$ cat src/rtl/uart_tx_arbiter_pkg.sv
// Shared types and helpers for the usb_uart TX arbiter.
package uart_arb_pkg;

  typedef enum logic [1:0] {
    IDLE = 2'd0,
    TAG  = 2'd1,
    PASS = 2'd2
  } arb_state_e;

  localparam logic [3:0] TAG_PREFIX_DEFAULT = 4'hA;

  // Tag byte layout seen by host software: prefix nibble, zero, 3-bit requester id.
  function automatic logic [7:0] tag_byte(input logic [3:0] prefix, input logic [2:0] id);
    return {prefix, 1'b0, id};
  endfunction

endpackage

$ cat src/rtl/uart_tx_arbiter_if.sv
// Requester-side byte streams plus the usb_uart TX byte handshake.
interface uart_tx_arbiter_if #(
  parameter int NUM_REQ = 4
);
  logic [8*NUM_REQ-1:0] req_data;
  logic [NUM_REQ-1:0]   req_valid;
  logic [NUM_REQ-1:0]   req_last;
  logic [NUM_REQ-1:0]   req_ready;
  logic [7:0]           uart_in_data;
  logic                 uart_in_valid;
  logic                 uart_in_ready;

  modport master (
    input  req_data, req_valid, req_last, uart_in_ready,
    output req_ready, uart_in_data, uart_in_valid
  );

  modport slave (
    output req_data, req_valid, req_last, uart_in_ready,
    input  req_ready, uart_in_data, uart_in_valid
  );
endinterface

$ cat src/rtl/uart_tx_arbiter_rr_pick.sv
// Combinational round-robin select: first set request scanning ptr, ptr+1, ... mod NUM_REQ.
module rr_pick #(
  parameter int NUM_REQ = 4,
  localparam int IDX_W = $clog2(NUM_REQ)
) (
  input  logic [NUM_REQ-1:0] req,
  input  logic [IDX_W-1:0]   ptr,
  output logic [NUM_REQ-1:0] onehot,
  output logic [IDX_W-1:0]   idx,
  output logic               any
);
  // One extra bit so ptr + offset never overflows before the modulo fold.
  localparam int SUM_W = IDX_W + 1;
  localparam logic [SUM_W-1:0] NUM = SUM_W'(NUM_REQ);

  logic [SUM_W-1:0] sum;
  logic [IDX_W-1:0] k;

  // Scan the rotated request vector and keep only the first hit.
  always_comb begin
    onehot = '0;
    idx    = '0;
    any    = 1'b0;
    sum    = '0;
    k      = '0;
    for (int i = 0; i < NUM_REQ; i++) begin
      sum = {1'b0, ptr} + SUM_W'(i);
      if (sum >= NUM) sum = sum - NUM;
      k = sum[IDX_W-1:0];
      if (!any && req[k]) begin
        any       = 1'b1;
        idx       = k;
        onehot[k] = 1'b1;
      end
    end
  end

endmodule

$ cat src/rtl/uart_tx_arbiter.sv
// Packet-granular round-robin arbiter in front of the usb_uart TX byte pipe.
//
// state | meaning
// IDLE  | no packet in progress; pick next requester from rr_ptr
// TAG   | waiting for the output slot to emit the tag byte
// PASS  | forwarding bytes of the granted requester until 'last' or timeout
module uart_tx_arbiter
  import uart_arb_pkg::*;
#(
  parameter int         NUM_REQ      = 4,
  parameter bit         TAG_EN       = 1'b1,
  parameter logic [3:0] TAG_PREFIX   = TAG_PREFIX_DEFAULT,
  parameter int         IDLE_TIMEOUT = 255
) (
  input  logic              clk_48mhz,
  input  logic              reset_n,
  uart_tx_arbiter_if.master bus,
  output logic              grant_active,
  output logic [2:0]        grant_id,
  output logic              timeout_pulse
);
  localparam int IDX_W = $clog2(NUM_REQ);
  localparam int CNT_W = (IDLE_TIMEOUT > 2) ? $clog2(IDLE_TIMEOUT) : 1;
  localparam bit TIMEOUT_ON = (IDLE_TIMEOUT > 0);
  localparam logic [CNT_W-1:0] CNT_TC   = (IDLE_TIMEOUT > 0) ? CNT_W'(IDLE_TIMEOUT - 1) : '0;
  localparam logic [IDX_W-1:0] LAST_IDX = IDX_W'(NUM_REQ - 1);

  arb_state_e         state_q, state_d;
  logic [IDX_W-1:0]   grant_id_q, grant_id_d;
  logic [NUM_REQ-1:0] grant_oh_q, grant_oh_d;
  logic [IDX_W-1:0]   rr_ptr_q, rr_ptr_d;
  logic [CNT_W-1:0]   idle_cnt_q, idle_cnt_d;
  logic               out_valid_q, out_valid_d;
  logic [7:0]         out_data_q, out_data_d;
  logic               timeout_q, timeout_d;

  logic [NUM_REQ-1:0] pick_onehot;
  logic [IDX_W-1:0]   pick_idx;
  logic               pick_any;
  logic               gnt_valid, gnt_last;
  logic [7:0]         gnt_data;
  logic               slot_free, accept;
  logic [IDX_W-1:0]   next_ptr;

  rr_pick #(.NUM_REQ(NUM_REQ)) u_pick (
    .req    (bus.req_valid),
    .ptr    (rr_ptr_q),
    .onehot (pick_onehot),
    .idx    (pick_idx),
    .any    (pick_any)
  );

  assign slot_free         = !out_valid_q || bus.uart_in_ready;
  assign next_ptr          = (grant_id_q == LAST_IDX) ? '0 : grant_id_q + IDX_W'(1);
  assign bus.uart_in_valid = out_valid_q;
  assign bus.uart_in_data  = out_data_q;
  assign grant_active      = (state_q != IDLE);
  assign grant_id          = 3'(grant_id_q);
  assign timeout_pulse     = timeout_q;

  // Mux the granted requester's stream using the registered one-hot grant.
  always_comb begin
    gnt_valid = 1'b0;
    gnt_last  = 1'b0;
    gnt_data  = '0;
    for (int i = 0; i < NUM_REQ; i++) begin
      if (grant_oh_q[i]) begin
        gnt_valid = bus.req_valid[i];
        gnt_last  = bus.req_last[i];
        gnt_data  = bus.req_data[8*i +: 8];
      end
    end
  end

  // Next-state, output-register load, idle timer and requester ready.
  always_comb begin
    state_d       = state_q;
    grant_id_d    = grant_id_q;
    grant_oh_d    = grant_oh_q;
    rr_ptr_d      = rr_ptr_q;
    idle_cnt_d    = idle_cnt_q;
    out_valid_d   = out_valid_q;
    out_data_d    = out_data_q;
    timeout_d     = 1'b0;
    accept        = 1'b0;
    bus.req_ready = '0;
    // A consumed byte frees the slot unless something below reloads it.
    if (slot_free) out_valid_d = 1'b0;
    unique case (state_q)
      IDLE: begin
        idle_cnt_d = '0;
        if (pick_any) begin
          grant_id_d = pick_idx;
          grant_oh_d = pick_onehot;
          state_d    = TAG_EN ? TAG : PASS;
        end
      end
      TAG: begin
        if (slot_free) begin
          out_valid_d = 1'b1;
          out_data_d  = tag_byte(TAG_PREFIX, 3'(grant_id_q));
          state_d     = PASS;
        end
      end
      PASS: begin
        accept        = gnt_valid && slot_free;
        bus.req_ready = grant_oh_q & {NUM_REQ{accept}};
        if (accept) begin
          out_valid_d = 1'b1;
          out_data_d  = gnt_data;
          idle_cnt_d  = '0;
          if (gnt_last) begin
            state_d  = IDLE;
            rr_ptr_d = next_ptr;
          end
        end else if (TIMEOUT_ON && !gnt_valid && idle_cnt_q == CNT_TC) begin
          // Requester went silent mid-packet: hand the pipe to the next one.
          state_d    = IDLE;
          rr_ptr_d   = next_ptr;
          idle_cnt_d = '0;
          timeout_d  = 1'b1;
        end else if (!gnt_valid) begin
          idle_cnt_d = idle_cnt_q + CNT_W'(1);
        end
      end
      default: state_d = IDLE;
    endcase
  end

  // State and datapath registers; reset drops any byte held for usb_uart.
  always_ff @(posedge clk_48mhz or negedge reset_n) begin
    if (!reset_n) begin
      state_q     <= IDLE;
      grant_id_q  <= '0;
      grant_oh_q  <= '0;
      rr_ptr_q    <= '0;
      idle_cnt_q  <= '0;
      out_valid_q <= 1'b0;
      out_data_q  <= '0;
      timeout_q   <= 1'b0;
    end else begin
      state_q     <= state_d;
      grant_id_q  <= grant_id_d;
      grant_oh_q  <= grant_oh_d;
      rr_ptr_q    <= rr_ptr_d;
      idle_cnt_q  <= idle_cnt_d;
      out_valid_q <= out_valid_d;
      out_data_q  <= out_data_d;
      timeout_q   <= timeout_d;
    end
  end

endmodule

$ cat src/flat_wrapper.sv
// flat-port wrapper written by rule: the top's interface ports become plain ports
module uart_tx_arbiter_flat import uart_arb_pkg::*;
#(
  parameter int         NUM_REQ      = 4,
  parameter bit         TAG_EN       = 1'b1,
  parameter logic [3:0] TAG_PREFIX   = TAG_PREFIX_DEFAULT,
  parameter int         IDLE_TIMEOUT = 255
)
  (clk_48mhz, reset_n, grant_active, grant_id, timeout_pulse, bus_req_data, bus_req_valid, bus_req_last, bus_uart_in_ready, bus_req_ready, bus_uart_in_data, bus_uart_in_valid);
  uart_tx_arbiter_if #(.NUM_REQ(NUM_REQ)) bus_i ();
  input  logic clk_48mhz;
  input  logic reset_n;
  output logic grant_active;
  output logic [2:0] grant_id;
  output logic timeout_pulse;
  input wire logic [$bits(bus_i.req_data)-1:0] bus_req_data;
  input wire logic [$bits(bus_i.req_valid)-1:0] bus_req_valid;
  input wire logic [$bits(bus_i.req_last)-1:0] bus_req_last;
  input wire logic [$bits(bus_i.uart_in_ready)-1:0] bus_uart_in_ready;
  output wire logic [$bits(bus_i.req_ready)-1:0] bus_req_ready;
  output wire logic [$bits(bus_i.uart_in_data)-1:0] bus_uart_in_data;
  output wire logic [$bits(bus_i.uart_in_valid)-1:0] bus_uart_in_valid;
  assign bus_i.req_data = bus_req_data;
  assign bus_i.req_valid = bus_req_valid;
  assign bus_i.req_last = bus_req_last;
  assign bus_i.uart_in_ready = bus_uart_in_ready;
  assign bus_req_ready = bus_i.req_ready;
  assign bus_uart_in_data = bus_i.uart_in_data;
  assign bus_uart_in_valid = bus_i.uart_in_valid;
  uart_tx_arbiter #(.NUM_REQ(NUM_REQ), .TAG_EN(TAG_EN), .TAG_PREFIX(TAG_PREFIX), .IDLE_TIMEOUT(IDLE_TIMEOUT)) u_core (.clk_48mhz(clk_48mhz), .reset_n(reset_n), .bus(bus_i), .grant_active(grant_active), .grant_id(grant_id), .timeout_pulse(timeout_pulse));
endmodule
$ cat config.mk
export PLATFORM = sky130hd
export DESIGN_NAME = uart_tx_arbiter_flat
export DESIGN_NICKNAME = d
export VERILOG_FILES = /design/src/rtl/uart_tx_arbiter_pkg.sv /design/src/rtl/uart_tx_arbiter_if.sv /design/src/rtl/uart_tx_arbiter_rr_pick.sv /design/src/rtl/uart_tx_arbiter.sv /design/src/flat_wrapper.sv
export SDC_FILE = /design/constraint.sdc
export NUM_CORES = 1
export LEC_CHECK = 0
export BUFFER_PORTS_ARGS = -buffer_cell sky130_fd_sc_hd__buf_2
export CAP_MARGIN = 20
export CORE_AREA = 2 2 100 102
export CTS_CLUSTER_SIZE = 40
export DETAILED_ROUTE_END_ITERATION = 8
export DIE_AREA = 0 0 102 104
export GPL_TIMING_DRIVEN = 0
export PLACE_DENSITY = 0.4
export SLEW_MARGIN = 20
export SYNTH_ARGS = -nofsm -noshare
export SYNTH_HDL_FRONTEND = slang
export SYNTH_SLANG_ARGS = --single-unit
export TNS_END_PERCENT = 30
$ cat constraint.sdc
create_clock -name clk_48mhz -period 6.3 [get_ports clk_48mhz]
set_clock_uncertainty 0.05 [all_clocks]
set_input_delay 0.315 -clock clk_48mhz [delete_from_list [all_inputs] [get_ports clk_48mhz]]
set_output_delay 0.315 -clock clk_48mhz [all_outputs]
set_load 0.005 [all_outputs]
-- Word level (Yosys, flattened, before mapping)
Cells that the tools add are included.
- flip-flop bits (word level): 28
- bits in latches: 0
- RAM bits: 0
- memory bits (read-only): 0
- bits of input ports: 43
- memories kept: 0
- add/sub/neg operators: 9
- $mul: 0
- divide/modulo/power cells: 0
- magnitude comparators: 12
- eq/ne operators: 11
- shift operators: 0
- muxes and demuxes: 69
- bitwise operators: 4
- reduce and logical (&&, ||, !) cells: 25
- operators with widths (operator ; number):
    $mux 8 ; 9
    $mux 2 ; 17
    $pmux 8 s2 ; 2
    $mux 1 ; 26
    $mux 4 ; 5
    $lt 2x3->1 const B ; 4
    $or 4x4->4 ; 3
    $ge 3x3->1 const B ; 3
    $logic_and 1x1->1 ; 9
    $add 8x1->8 const B ; 1
    $bmux 1 s2 ; 4
    $demux 1 s2 ; 4
    $eq 8x8->1 const B ; 1
    $ge 2x1->1 const B ; 4
    $ne 2x1->1 const B ; 4
    $reduce_bool 2->1 ; 4
    $sub 2x1->2 const B ; 4
    $add 2x2->3 const B ; 2
    $pmux 2 s3 ; 1
    $reduce_and 3->1 ; 2
    $logic_not 1->1 ; 5
    $and 4x4->4 ; 1
    $eq 2x2->1 const B ; 2
    $ne 4x4->1 const B ; 1
    other kinds (11) ; 12

-- Longest topological paths before layout
- depth in word-level cells: 16
- mapped depth: 8
- gate-level depth less buffers: 7

-- Cells and area by module
Synthesis repeated with hierarchy kept, for this count alone.
- cell total of the unflattened synthesis: 228
- area, all modules: 2220.9 um^2
- modules (own cells, without submodules) (module ; instances ; cells an instance ; area an instance (um^2) ; sequential area each (um^2)):
    uart_tx_arbiter ; 1 ; 183 ; 1801.7 ; 700.7
    rr_pick ; 1 ; 45 ; 419.2 ; 0.0

-- Worst setup path after synthesis
No wires, ideal clock.
- path kind: reg2reg
- start: reg u_core.rr_ptr_q[0]
- end: reg u_core.grant_oh_q[3]
- library setup time: 0.126 ns
- arrival time: 2.260 ns
- required time: 6.124 ns
- setup slack: 3.864 ns
- cell stages (with the launch flop): 8
- buffers on the path: 1
- cells stage by stage: dfrtp_1 > buf_6 > inv_1 > ha_1 > mux4_2 > a221oi_1 > nor3_1 > a221o_1
- longest elaborated chain between the ends: 15
- elaborated cells on any way between the ends: 61
- ends and longest elaborated chain (what ; RTL line ; text):
    start, declared ; uart_tx_arbiter.sv:31 ; logic [IDX_W-1:0] rr_ptr_q, rr_ptr_d;
    start signal, assigned ; uart_tx_arbiter.sv:145 ; rr_ptr_q <= rr_ptr_d;
    branches (longest 15 deep; another with $add 2x1->3) ; n/a ;
    end signal, assigned ; uart_tx_arbiter.sv:144 ; grant_oh_q <= grant_oh_d;
    end, declared ; uart_tx_arbiter.sv:30 ; logic [NUM_REQ-1:0] grant_oh_q, grant_oh_d;
Parallel ways; which one is timed is not known. The select of a mux whose other input is x is not followed.
A chain may end at the register's enable or synchronous reset.

-- Final worst setup path
Ends and elaborated chain as after synthesis.

==> impl_metrics.tcl <==
set metrics [dict create \
    nFillCells 1054 \
    max_slew_margin_pct 56.1 \
    cellLeakagePower_nw 1.29 \
    postRouteWirelength_microns 6600 \
    num_rows 36 \
    final_critical_path_setup_slack_ns 3.55 \
    syn2layout_area_growth_pct 22.4 \
    drt_first_iter_violations 90 \
    synth-seq-area-share_pct 30.3 \
    ys_ff_latch 28 \
    synthesis.yosys.warnings 0 \
    grt_start_max_net_pins 29 \
    io_pins 61 \
    cts_root_buf "clkbuf_8" \
    global_route.usage.total_pct 12.8 \
    initial_utilization_pct 24.2 \
    hpwl_microns 5110 \
    cp.required_ns 6.42 \
    sequentialPowerShare_pct 24.3 \
    maxSlewViolCount 0 \
    post_cts_buffers 0 \
    clk_pin_slew_ns 0.10 \
    placedCellCount 432 \
    cp_max_fo 10 \
    max-cap-violations 0 \
    finalHoldViolations 0 \
    grt_antenna_before_repair 0 \
    tightestPinTransition_ns 0.658 \
    cell_internal_pwr_uw 684 \
    status "complete, no violations" \
    report.final.setup_viol 0 \
    crit-reg2reg-capture "u_core.grant_oh_q[3]$_DFFE_PN0P_" \
    post_cts_hold_buffer_count 0 \
    place_ws_ns 3.57 \
    cts.htree.levels 1 \
    critical_path.startpoint_type "register" \
    avgRoutedWirePerCell_microns 15.1 \
    finalNetCount 359 \
    drt_first_pass_iters 4 \
    holdCritPathClass "in -> async" \
    drc_errors 0 \
    gp_congestion 0.801 \
    layout-drive-gt1-share_pct 29.7 \
    first_global_vias 2028 \
    arrival_ns 2.86 \
    min_period_over_period_pct 43.6 \
    dpl-instance-area_sq_um 2760 \
    r2r_cells 7 \
    power.switching_uw 566 \
    tritoncts.num_buffers 3 \
    mean_number_of_vias_per_cell 4.71 \
    final-instance-count-excl-fill 436 \
    synth_cell_type_count 61 \
    synth_ff_type "dfrtp_1" \
    irDropWorstVdd_mv 0.175 \
    worstSetupEndpointType "register" \
    tritoncts "built" \
    final.setup.tns_ns 0 \
    power_per_cell_area_nw_per_um2 442 \
    die-height_microns 104 \
    grt_pass1_wl_microns 10800 \
    worst_r2r_startpoint "u_core.rr_ptr_q[0]$_DFFE_PN0P_" \
    floorplan.die.width_microns 102 \
    final.min_clock_period_ns 2.75 \
    max_clock_freq_mhz 364 \
    share_comb_of_total_power_pct 64.1 \
    area_of_the_core_region_sq_um 9550 \
    async_reset_ff_share_pct 100 \
    mappedNetlistNets 298 \
    detail-route-antenna-nets 0 \
    switching_power_as_a_share_of_total_power_pct 45.3 \
    die-area_sq_um 10600 \
    cts.repair.resized 0 \
    grt_total_ovfl 0 \
    synth_enable_flop_cells 0 \
    mean_instance_size_in_the_synthesized_netlist_sq_um 9.51 \
    worstSkewPairLatency_ns 0.28 \
    cts.sinks 28 \
    r2r_slack_ns 3.55 \
    clockPowerShare_pct 11.6 \
    max-clock-path-buffers 2 \
    rsz_0062_raised_after_global_routing "no" \
    vias 2055 \
    crit_type "reg -> reg" \
    count_of_buffers_from_port_buffering 56 \
    postLayoutCellArea_sq_um 2830 \
    antenna_diode_count 0 \
    synthesis.instances 243 \
    post_synth_instance_area_sq_um 2310 \
]
## kinds of logic after synthesis
group	share of synthesized area [%]
mux	10.1
flops	30.3
other cells	0.162
compound gates	23.7
fa+ha+maj	6.50
simple gates	22.1
buf+inv	7.15
## final cells by class
cell class                      count  area, sq um  area share (%)
Multi-Input combinational cell    182         1450            51.1
Sequential cell                    28          701            24.8
Timing Repair Buffer               56          280            9.91
Tap cell                          133          166            5.88
Buffer                             17          105            3.72
Inverter                           16         60.1            2.12
Clock buffer                        3         41.3            1.46
Clock inverter                      1         30.0            1.06
## cells in the mapped netlist (all sizes together) (7+ instances only)
| cell type | count | area [sq um] |
|---|---|---|
| nor2b | 15 | 104 |
| a221oi | 11 | 103 |
| buf | 11 | 82.6 |
| and3 | 10 | 62.6 |
| nor2 | 14 | 60.1 |
| o21ai | 17 | 85.1 |
| mux2 | 9 | 124 |
| dfrtp | 28 | 701 |
| nand2 | 13 | 51.3 |
| inv | 16 | 60.1 |
| a22o | 7 | 61.3 |
| ha | 12 | 150 |
## routing by layer
layer	wire (microns)	vias up	part of all wire [%]	global-route usage (%)
met3	200	4	3.0	2.08
met1	3210	986	49	17.9
met4	64	0	0.97	2.10
met2	3120	33	47	20.9
met5	0	-	0	0
li1	-	1032	-	-
## power by group through the flow
stage	combinational [mW]	clock, mW	sequential (mW)
CTS	0.810	0.153	0.306
global route	0.899	0.159	0.315
detailed placement	0.805	0	0.309
global placement	0.806	0	0.309
finish	0.802	0.145	0.303
floorplan	0.608	0	0.290
## sequential cells by signal, summed over array words and instances, names as in the netlist
name and cells:
u_core.bus.uart_in_data 8, u_core.idle_cnt_q 8, u_core.grant_oh_q 4, u_core.grant_id_q 2, u_core.rr_ptr_q 2, u_core.state_q 2
u_core.bus.uart_in_valid 1, u_core.timeout_pulse 1
## layout by cell type (no fill, tap or decap), drive strengths merged, types with 9 or more instances in the layout
master,count
buf,67
dfrtp,28
o21ai,17
inv,16
nor2b,15
nor2,14
nand2,13
ha,12
a221oi,11
and3,10
clkbuf,9
mux2,9
## worst max-delay path, stage by stage (launching register included)
cell and delay, ns:
dfrtp_1 0.53, buf_6 0.19, inv_1 0.09, ha_1 0.45, mux4_2 0.65, a221oi_1 0.33, nor3_1 0.09, a221o_1 0.27
## worst max path at each step
stage	endpoint	slack, ns	startpoint	cells after the start
finish	u_core.grant_oh_q[3]$_DFFE_PN0P_	3.55	u_core.rr_ptr_q[0]$_DFFE_PN0P_	7
global route	u_core.grant_oh_q[3]$_DFFE_PN0P_	3.38	u_core.rr_ptr_q[0]$_DFFE_PN0P_	7
CTS	u_core.grant_oh_q[0]$_DFFE_PN0P_	3.54	u_core.rr_ptr_q[0]$_DFFE_PN0P_	7
detailed placement	u_core.grant_oh_q[0]$_DFFE_PN0P_	3.57	u_core.rr_ptr_q[0]$_DFFE_PN0P_	7
global placement	u_core.grant_oh_q[0]$_DFFE_PN0P_	3.54	u_core.rr_ptr_q[0]$_DFFE_PN0P_	7
floorplan	u_core.grant_oh_q[3]$_DFFE_PN0P_	3.86	u_core.rr_ptr_q[0]$_DFFE_PN0P_	7
## through the flow
stage	util, %	total power, mW	hold WS, ns
2_1_floorplan	-	0.899	-0.0306
3_3_place_gp	28.9	1.11	0.349
3_5_place_dp	28.9	1.11	0.344
4_1_cts	29.6	1.27	0.0206
5_1_grt	29.6	1.37	0.0440
6_report	29.6	1.25	0.00285
Power figures use the tool's default switching activity.
